### config.mk
export PLATFORM = sky130hd
export DESIGN_NAME = bin2bcd_seq_flat
export DESIGN_NICKNAME = d
export VERILOG_FILES = /design/src/rtl/bin2bcd_pkg.sv /design/src/rtl/bin2bcd_seq_if.sv /design/src/rtl/bcd_dabble_step.sv /design/src/rtl/bin2bcd_seq.sv /design/src/flat_wrapper.sv
export SDC_FILE = /design/constraint.sdc
export NUM_CORES = 1
export LEC_CHECK = 0
export ABC_CLOCK_PERIOD_IN_PS = 2650
export CAP_MARGIN = 20
export CORE_ASPECT_RATIO = 0.9
export CORE_MARGIN = 8
export CORE_UTILIZATION = 58
export CTS_CLUSTER_DIAMETER = 60
export DETAILED_ROUTE_END_ITERATION = 8
export PLACE_DENSITY = 0.84
export REMOVE_ABC_BUFFERS = 1
export SYNTH_ARGS = -nofsm -noshare
export SYNTH_HDL_FRONTEND = slang
export SYNTH_SLANG_ARGS = --single-unit
### constraint.sdc
create_clock -name i_clk -period 2.65 [get_ports i_clk]
set_input_delay 0.3975 -clock i_clk [delete_from_list [all_inputs] [get_ports i_clk]]
set_output_delay 0.3975 -clock i_clk [all_outputs]
set_load 0.02 [all_outputs]
### src/rtl/bin2bcd_pkg.sv
// Shared types and constants for the sequential binary-to-BCD converter.
// Optional build macro: BIN2BCD_BLANK_EN (leading-zero blanking of the digit outputs).
package bin2bcd_pkg;

    // Converter control states
    typedef enum logic [1:0] {
        IDLE,
        CONV,
        DONE
    } state_t;

    localparam int          BCD_DIGITS = 4;
    localparam logic [13:0] MAX_VALUE  = 14'd9999;
    localparam logic [3:0]  BLANK_CODE = 4'hF;
    localparam int          SHIFT_BITS = 16;

    // Clamp a zero-extended input value to the largest four-digit number.
    function automatic logic [SHIFT_BITS-1:0] saturate(input logic [SHIFT_BITS-1:0] value);
        logic [SHIFT_BITS-1:0] limit;
        limit = SHIFT_BITS'(MAX_VALUE);
        return (value > limit) ? limit : value;
    endfunction

    // True when a zero-extended input value lies beyond the displayable range.
    function automatic logic exceeds_max(input logic [SHIFT_BITS-1:0] value);
        return value > SHIFT_BITS'(MAX_VALUE);
    endfunction

endpackage

### src/rtl/bin2bcd_seq_if.sv
// Request/result bundle between a value producer, the converter and the
// seven-segment multiplexer that consumes the registered digits.
interface bin2bcd_seq_if #(
    parameter int WIDTH = 14
);

    logic             i_start;
    logic [WIDTH-1:0] i_value;
    logic             o_busy;
    logic             o_valid;
    logic             o_overflow;
    logic [3:0]       o_digit;
    logic [3:0]       o_digit_ten;
    logic [3:0]       o_digit_hundred;
    logic [3:0]       o_digit_thousand;

    // Producer side: issues requests, observes results
    modport master (
        output i_start,
        output i_value,
        input  o_busy,
        input  o_valid,
        input  o_overflow,
        input  o_digit,
        input  o_digit_ten,
        input  o_digit_hundred,
        input  o_digit_thousand
    );

    // Converter side
    modport slave (
        input  i_start,
        input  i_value,
        output o_busy,
        output o_valid,
        output o_overflow,
        output o_digit,
        output o_digit_ten,
        output o_digit_hundred,
        output o_digit_thousand
    );

endinterface

### src/rtl/bcd_dabble_step.sv
// One nibble of the shift-and-add-3 correction: any BCD digit that would
// reach 10 or more after the next left shift is pre-biased by 3.
module bcd_dabble_step (
    input  logic [3:0] nibble_in,
    output logic [3:0] nibble_out
);

    // Add-3 correction for digits of 5 and above
    always_comb begin
        nibble_out = nibble_in;
        if (nibble_in >= 4'd5) begin
            nibble_out = nibble_in + 4'd3;
        end
    end

endmodule

### src/rtl/bin2bcd_seq.sv
// Sequential binary-to-BCD converter, one shift-and-add-3 iteration per clock.
// Values above 9999 saturate to 9999 and raise the overflow flag.
// Optional build macro: BIN2BCD_BLANK_EN replaces leading zero digits
// (thousands, hundreds, tens) with the blank code; units always show a digit.
module bin2bcd_seq
    import bin2bcd_pkg::*;
#(
    parameter int WIDTH = 14
) (
    input  logic          i_clk,
    input  logic          i_reset,
    bin2bcd_seq_if.slave  bus
);

    localparam int                CNT_BITS  = $clog2(SHIFT_BITS);
    localparam logic [CNT_BITS-1:0] LAST_ITER = CNT_BITS'(SHIFT_BITS - 1);

    state_t                state;
    state_t                state_next;

    logic [WIDTH-1:0]      value_in;
    logic [SHIFT_BITS-1:0] value_ext;

    logic [SHIFT_BITS-1:0] shift_q;
    logic [SHIFT_BITS-1:0] scratch_q;
    logic [SHIFT_BITS-1:0] scratch_adj;
    logic [CNT_BITS-1:0]   count_q;
    logic                  overflow_pend;

    logic [3:0]            out_unit;
    logic [3:0]            out_ten;
    logic [3:0]            out_hundred;
    logic [3:0]            out_thousand;

    logic                  busy_q;
    logic                  valid_q;
    logic                  overflow_q;
    logic [3:0]            digit_q;
    logic [3:0]            digit_ten_q;
    logic [3:0]            digit_hundred_q;
    logic [3:0]            digit_thousand_q;

    assign value_in  = bus.i_value;
    assign value_ext = SHIFT_BITS'(value_in);

    // Per-nibble add-3 correction applied ahead of every shift
    for (genvar g = 0; g < BCD_DIGITS; g++) begin : g_dabble
        bcd_dabble_step u_step (
            .nibble_in  (scratch_q[4*g +: 4]),
            .nibble_out (scratch_adj[4*g +: 4])
        );
    end

    // State register
    always_ff @(posedge i_clk or posedge i_reset) begin
        if (i_reset) begin
            state <= IDLE;
        end else begin
            state <= state_next;
        end
    end

    // Next-state decode: accept in IDLE only, 16 iterations, one result cycle
    always_comb begin
        state_next = state;
        unique case (state)
            IDLE: begin
                if (bus.i_start) begin
                    state_next = CONV;
                end
            end
            CONV: begin
                if (count_q == LAST_ITER) begin
                    state_next = DONE;
                end
            end
            DONE: begin
                state_next = IDLE;
            end
            default: begin
                state_next = IDLE;
            end
        endcase
    end

    // Final digit presentation, optionally with leading-zero blanking
    always_comb begin
        out_unit     = scratch_q[3:0];
        out_ten      = scratch_q[7:4];
        out_hundred  = scratch_q[11:8];
        out_thousand = scratch_q[15:12];
`ifdef BIN2BCD_BLANK_EN
        if (scratch_q[15:12] == 4'd0) begin
            out_thousand = BLANK_CODE;
            if (scratch_q[11:8] == 4'd0) begin
                out_hundred = BLANK_CODE;
                if (scratch_q[7:4] == 4'd0) begin
                    out_ten = BLANK_CODE;
                end
            end
        end
`endif
    end

    // Conversion datapath: capture, iterate, and publish the result
    always_ff @(posedge i_clk or posedge i_reset) begin
        if (i_reset) begin
            shift_q          <= '0;
            scratch_q        <= '0;
            count_q          <= '0;
            overflow_pend    <= 1'b0;
            busy_q           <= 1'b0;
            valid_q          <= 1'b0;
            overflow_q       <= 1'b0;
            digit_q          <= '0;
            digit_ten_q      <= '0;
            digit_hundred_q  <= '0;
            digit_thousand_q <= '0;
        end else begin
            valid_q <= 1'b0;
            busy_q  <= (state_next != IDLE);
            unique case (state)
                IDLE: begin
                    if (bus.i_start) begin
                        shift_q       <= saturate(value_ext);
                        overflow_pend <= exceeds_max(value_ext);
                        scratch_q     <= '0;
                        count_q       <= '0;
                    end
                end
                CONV: begin
                    // Corrected scratch and the binary operand shift as one 32-bit word
                    {scratch_q, shift_q} <= {scratch_adj[SHIFT_BITS-2:0], shift_q, 1'b0};
                    count_q              <= count_q + 1'b1;
                end
                DONE: begin
                    digit_q          <= out_unit;
                    digit_ten_q      <= out_ten;
                    digit_hundred_q  <= out_hundred;
                    digit_thousand_q <= out_thousand;
                    overflow_q       <= overflow_pend;
                    valid_q          <= 1'b1;
                end
                default: begin
                    valid_q <= 1'b0;
                end
            endcase
        end
    end

    assign bus.o_busy           = busy_q;
    assign bus.o_valid          = valid_q;
    assign bus.o_overflow       = overflow_q;
    assign bus.o_digit          = digit_q;
    assign bus.o_digit_ten      = digit_ten_q;
    assign bus.o_digit_hundred  = digit_hundred_q;
    assign bus.o_digit_thousand = digit_thousand_q;

endmodule

### src/flat_wrapper.sv
// flat-port wrapper written by rule: the top's interface ports become plain ports
module bin2bcd_seq_flat import bin2bcd_pkg::*;
#(
    parameter int WIDTH = 14
)
  (i_clk, i_reset, bus_i_start, bus_i_value, bus_o_busy, bus_o_valid, bus_o_overflow, bus_o_digit, bus_o_digit_ten, bus_o_digit_hundred, bus_o_digit_thousand);
  bin2bcd_seq_if #(.WIDTH(WIDTH)) bus_i ();
  input  logic i_clk;
  input  logic i_reset;
  input wire logic [$bits(bus_i.i_start)-1:0] bus_i_start;
  input wire logic [$bits(bus_i.i_value)-1:0] bus_i_value;
  output wire logic [$bits(bus_i.o_busy)-1:0] bus_o_busy;
  output wire logic [$bits(bus_i.o_valid)-1:0] bus_o_valid;
  output wire logic [$bits(bus_i.o_overflow)-1:0] bus_o_overflow;
  output wire logic [$bits(bus_i.o_digit)-1:0] bus_o_digit;
  output wire logic [$bits(bus_i.o_digit_ten)-1:0] bus_o_digit_ten;
  output wire logic [$bits(bus_i.o_digit_hundred)-1:0] bus_o_digit_hundred;
  output wire logic [$bits(bus_i.o_digit_thousand)-1:0] bus_o_digit_thousand;
  assign bus_i.i_start = bus_i_start;
  assign bus_i.i_value = bus_i_value;
  assign bus_o_busy = bus_i.o_busy;
  assign bus_o_valid = bus_i.o_valid;
  assign bus_o_overflow = bus_i.o_overflow;
  assign bus_o_digit = bus_i.o_digit;
  assign bus_o_digit_ten = bus_i.o_digit_ten;
  assign bus_o_digit_hundred = bus_i.o_digit_hundred;
  assign bus_o_digit_thousand = bus_i.o_digit_thousand;
  bin2bcd_seq #(.WIDTH(WIDTH)) u_core (.i_clk(i_clk), .i_reset(i_reset), .bus(bus_i));
endmodule
; ---- Word-level counts from Yosys, hierarchy flattened
; Cells that the tools add are included.
[op_classes]
n_eq_ne = 4
magnitude_cmp = 5
n_addsub = 5
reduce_logical = 5
muxes = 15
[ops]
columns = op, count
row1 = one-hot mux 16 bit (2 select lines), 2
row2 = two-way mux 16 bit, 2
row3 = greater-or-equal comparator 4 x 3 -> 1 bit (second input constant), 4
row4 = two-way mux 4 bit, 4
row5 = > comparator 14 bit (second input constant), 1
row6 = two-way mux 14 bit, 1
row7 = adder 4 x 2 -> 4 bit (second input constant), 3
row8 = one-hot mux 4 bit (2 select lines), 1
row9 = adder 4 x 1 -> 4 bit (second input constant), 1
row10 = == test 4 bit (second input constant), 1
row11 = two-way mux 2 bit, 2
row12 = one-hot mux 2 bit (2 select lines), 1
row13 = AND reduction 2 bit, 2
row14 = nonzero test 2 bit, 2
row15 = adder 3 x 2 -> 3 bit (second input constant), 1
row16 = two-way mux 3 bit, 1
row17 = == test 2 x 1 -> 1 bit (second input constant), 1
row18 = == test 2 bit (second input constant), 1
row19 = zero test 2 bit, 1
row20 = inequality test 2 bit (second input constant), 1
row21 = two-way mux 1 bit, 1
[word_totals]
output_inout_bits = 19
register_bits = 58
in_bits = 17
word_cells = 46

; ---- Logic depth before layout (Yosys ltp)
[depth]
depth_word = 4
mapped_depth = 7

; ---- Hierarchy
; Synthesis repeated with hierarchy kept, for this count alone.
[unflattened]
cells_unflattened = 232
area_unflattened_um2 = 2831.5
[modules_own_cells]
columns = module, cells_per_inst, area_each_um2, instances
row1 = bin2bcd_seq, 168, 2426.1, 1
row2 = bcd_dabble_step, 16, 101.3, 4

; ---- Least setup slack after synthesis
; No wires, ideal clock.
[synth_timing]
path_type = register to register
start = register u_core.scratch_q[8]
end = register u_core.scratch_q[10]
path_slack_ns = 1.266
path_buffers = 0
setup_time_ns = 0.121
stages_incl_launch_ff = 7
required_ns = 2.529
period_less_slack_ns = 1.384
arrival_ns = 1.263
cell_sequence = dfrtp_1 inv_1 ha_1 nand2b_1 a21oi_1 mux2i_1 a22o_1
[synth_via]
elab_chain_len = 3
[synth_lines]
columns = element, line_no
row1 = "start, declared", bin2bcd_seq.sv:25  ; logic [SHIFT_BITS-1:0] scratch_q;
row2 = "start signal, assigned", bin2bcd_seq.sv:133  ; {scratch_q, shift_q} <= {scratch_adj[SHIFT_BITS-2:0], shift_q, 1'b0};
row3 = adder 4 x 2 -> 4 bit / greater-or-equal comparator 4 x 3 -> 1 bit (equally long branches), "bcd_dabble_step.sv:12, bcd_dabble_step.sv:11"
row4 = two-way mux 4 bit *, bcd_dabble_step.sv:11  ; if (nibble_in >= 4'd5) begin
row5 = one-hot mux 16 bit (2 select lines) *, bin2bcd_seq.sv:122  ; unique case (state)
; Every way passes the cells marked *; elsewhere a longest branch is shown, timed or not.
; A chain may end at the register's enable or synchronous reset.

; ---- Worst setup path after layout
[layout_timing]
start = input bus_i_start
end = register u_core.scratch_q[7]
[layout_via]
elab_chain_len = 2
[layout_lines]
columns = element, line_no
row1 = "start, declared", flat_wrapper.sv:10  ; input wire logic [$bits(bus_i.i_start)-1:0] bus_i_start;
row2 = inequality test 2 bit (no source line), n/a
row3 = AND reduction 2 bit (no source line), n/a
; No other way between the ends.

==> out/qor.csv <==
stage;metric;value;unit
status;outcome;finished, final reports clean;
route;Initial DRC Count;149;
finish;final instance area;3250;um2
global_route;Tot GR Track Use;17.1;%
power;sequential cell fraction of total power;36.9;%
clock_tree;cts repair resizes;0;
logic_synthesis;post-synth cell types;37;
clock_tree;Root Driver;clkbuf_8;
setup_path;startpoint types;primary input;
finish;Final Non-Filler Cells;343;
floorplan;Initial Utilization;59.6;%
global_route;largest net degree at the start of global routing;31;
power;Leak;1.50;nW
place;input/output buffers;35;
logic_synthesis;ranking of synthesized cells by area;dfrtp_1, ha_1, o21ai_0, mux2_2, nand2_1;
place;Area after DPL;3010;um2
clock_tree;clock tree buffer depth;2;
floorplan;core area;4430;um2
global_route;initial antenna violation count;0;
route;via count;1944;
clock_tree;TritonCTS buffer count;9;
timing;hold slack;0.454;ns
timing;relative slew slack;45.5;%
route;Routed WL per cell;15.3;um
setup_path;Data arrival, critical path;2.06;ns
logic_synthesis;warnings from Yosys;0;
route;drt drc;0;
setup_path;Max FO, Critical Path;19;
logic_synthesis;share of the synthesized area in the top cell type;55.0;%
finish;fin util;73.4;%
timing;Worst Tran Pin Value;0.818;ns
logic_synthesis;syn_area_per_cell;11.0;um2
floorplan;row count;23;
finish;Syn-to-layout area delta;23.1;%
global_route;vias in the first global route;2036;
place;gp weighted congestion;0.797;
power;total power;4.11;mW
timing;Final Hold Fails;0;
clock_tree;clock sink count;58;
logic_synthesis;Synth async-reset ratio;100;%
route;post-route ant nets;0;
clock_tree;setup bufs post-CTS;0;
clock_tree;CTS tree;built;
setup_path;Crit. Startpoint;bus_i_start;
setup_path;Worst Setup End Kind;flop;
clock_tree;Skew-Pair Late Insertion Delay;0.34;ns
setup_path;cell count of the worst reg-to-reg path;5;
route;final WL;5240;um
power;Psw;1.48;mW
logic_synthesis;commonest cells in the netlist;dfrtp_1, nand2_1, o21ai_0;
floorplan;height of the die;80.0;um
clock_tree;Hold-fix buffers, CTS;0;
floorplan;die width;87.1;um
logic_synthesis;share of the synthesized area in compound gates (AO/OA/AOI/OAI);18.3;%
logic_synthesis;Post-Synth Simple-Gate Area;9.47;%
global_route;total gr overflow;0;
setup_path;R2R setup slack;0.84;ns
power;Pwr Density;1260;nW/um2
timing;max-slew violations;0;
power;Comb pwr share;39.7;%
power;clock share of power;23.4;%
setup_path;critical path required time;2.87;ns
hold_path;HP Class;primary input to asynchronous set/reset pin;
setup_path;R2R Path Start;u_core.state[0];
timing;Setup WS post-layout;0.816;ns
flow_run;Max Cap Viol;0;
finish;Final nets;302;
place;Detail Placement HPWL;3600;um
timing;Fin Setup TNS;0;ns
logic_synthesis;mux cell area share after synthesis;5.35;%
power;Sw Share;35.9;%
logic_synthesis;largest family of logic cells by synthesized area;compound AO/OA/AOI/OAI gates;
logic_synthesis;Seq/Total Area, Yosys;55.0;%
clock_tree;CTS HTree Levels;3;
logic_synthesis;Syn Inst Count;240;
logic_synthesis;Top FF cell, synth;dfrtp_1;
global_route;first-pass GRT wire length;9250;um
floorplan;Top Ports;36;
logic_synthesis;xor and xnor area share after synthesis;1.66;%
timing;fin crit period;1.83;ns
route;drt via density;5.67;
timing;fin crit share;69.2;%
timing;fmax;545;MHz
finish;ANT cells;0;
timing;Max Clock Skew;0.00738;ns
power;Internal Pwr Total;2.63;mW
power;Peak supply drop;0.000661;V
finish;number of fill cells in the layout;319;
logic_synthesis;Adder-Cell Fraction of Synth Area;4.26;%
logic_synthesis;most frequent cell after synthesis;dfrtp_1;
clock_tree;Clock transition at path regs;0.07;ns
floorplan;Die Area;6970;um2
logic_synthesis;largest area contributor in the netlist;dfrtp_1;
setup_path;classification of the worst setup path;primary input to flop;
logic_synthesis;Post-synth EDFFs;0;
finish;share of layout cells above drive strength 1;11.4;%
timing;RSZ-0062 raised after global routing;no;
logic_synthesis;synthesized area;2640;um2
place;Setup WS pre-CTS;0.526;ns
setup_path;RR Endpoint;u_core.scratch_q[7];
place;DP Cell Count;327;
logic_synthesis;#FFs+latches synth;58;
timing;final setup violating endpoints;0;
route;Initial DRT Pass Iterations;6;
flip-flops by register name, indices dropped and copies added (netlist names):
register,count
u_core.bus.o_busy,1
u_core.bus.o_digit,4
u_core.bus.o_digit_hundred,4
u_core.bus.o_digit_ten,4
u_core.bus.o_digit_thousand,4
u_core.bus.o_overflow,1
u_core.bus.o_valid,1
u_core.count_q,4
u_core.overflow_pend,1
u_core.scratch_q,16
u_core.shift_q,16
u_core.state,2
how the worst max path moves through the flow:
stage                           endpoint  slack (ns)
floorplan              u_core.bus.o_busy        0.82
global placement    u_core.scratch_q[11]        0.57
detailed placement   u_core.scratch_q[3]        0.53
CTS                  u_core.scratch_q[7]        0.83
global route         u_core.scratch_q[7]        0.70
finish               u_core.scratch_q[7]        0.82
power groups by stage:
| stage | sequential [mW] | clock [mW] | combinational, mW |
|---|---|---|---|
| floorplan | 1.57 | 0 | 1.04 |
| CTS | 1.51 | 0.973 | 1.64 |
| detailed placement | 1.52 | 0 | 1.62 |
| global route | 1.57 | 1.01 | 1.81 |
| global placement | 1.51 | 0 | 1.54 |
| finish | 1.51 | 0.963 | 1.63 |
layout by cell type, fill, tap and decap left out, types with 2 or more instances in the layout:
master and count:
a21oi_1 10, a222oi_1 4, a22o_1 7, a22oi_1 6
a32o_1 4, buf_4 3, bufinv_16 2, clkbuf_8 12
clkdlybuf4s50_1 35, dfrtp_1 58, ha_1 9, inv_1 14
inv_2 2, mux2_2 9, mux2i_1 4, nand2_1 27
nand2b_1 7, nand4_1 3, nor2_1 7, nor3b_1 2
o21ai_0 22, o22ai_1 9, o31ai_1 5, xnor2_1 4
metal layers:
metal / up-vias / share of wire [%] / GRT usage [%]
met5: - / 0 / 0
met4: 0 / 2.1 / 8.06
met3: 12 / 5.2 / 5.35
met2: 50 / 47 / 27.1
met1: 947 / 46 / 20.7
li1: 935 / - / -
cell type report:
cell class	count	area (um2)	share of cell area [%]
repair buffers	39	393	12.1
inverters	16	60.1	1.85
flip-flops and latches	58	1450	44.6
clock inverters	4	72.6	2.23
clock buffers	12	165	5.08
multi-input cells	152	1030	31.7
well taps	62	77.6	2.39
cells by family (layout without fill, tap and decap cells):
kind of cell,after synthesis,count (layout)
buffers and inverters,30,71
adders and majority gates,9,9
muxes,13,13
AOI/OAI and AO/OA,72,72
xor gates and xnor gates,5,5
DFF,58,58
and+or+nand+nor,53,53
worst max-delay path: stages:
cell and delay (ns):
clkdlybuf4s50_1 0.48, nor2_1 0.05, or2_1 0.44, inv_2 0.30, o31ai_1 0.14, a32o_1 0.24
Note: power is estimated with default switching activity, not from simulation.
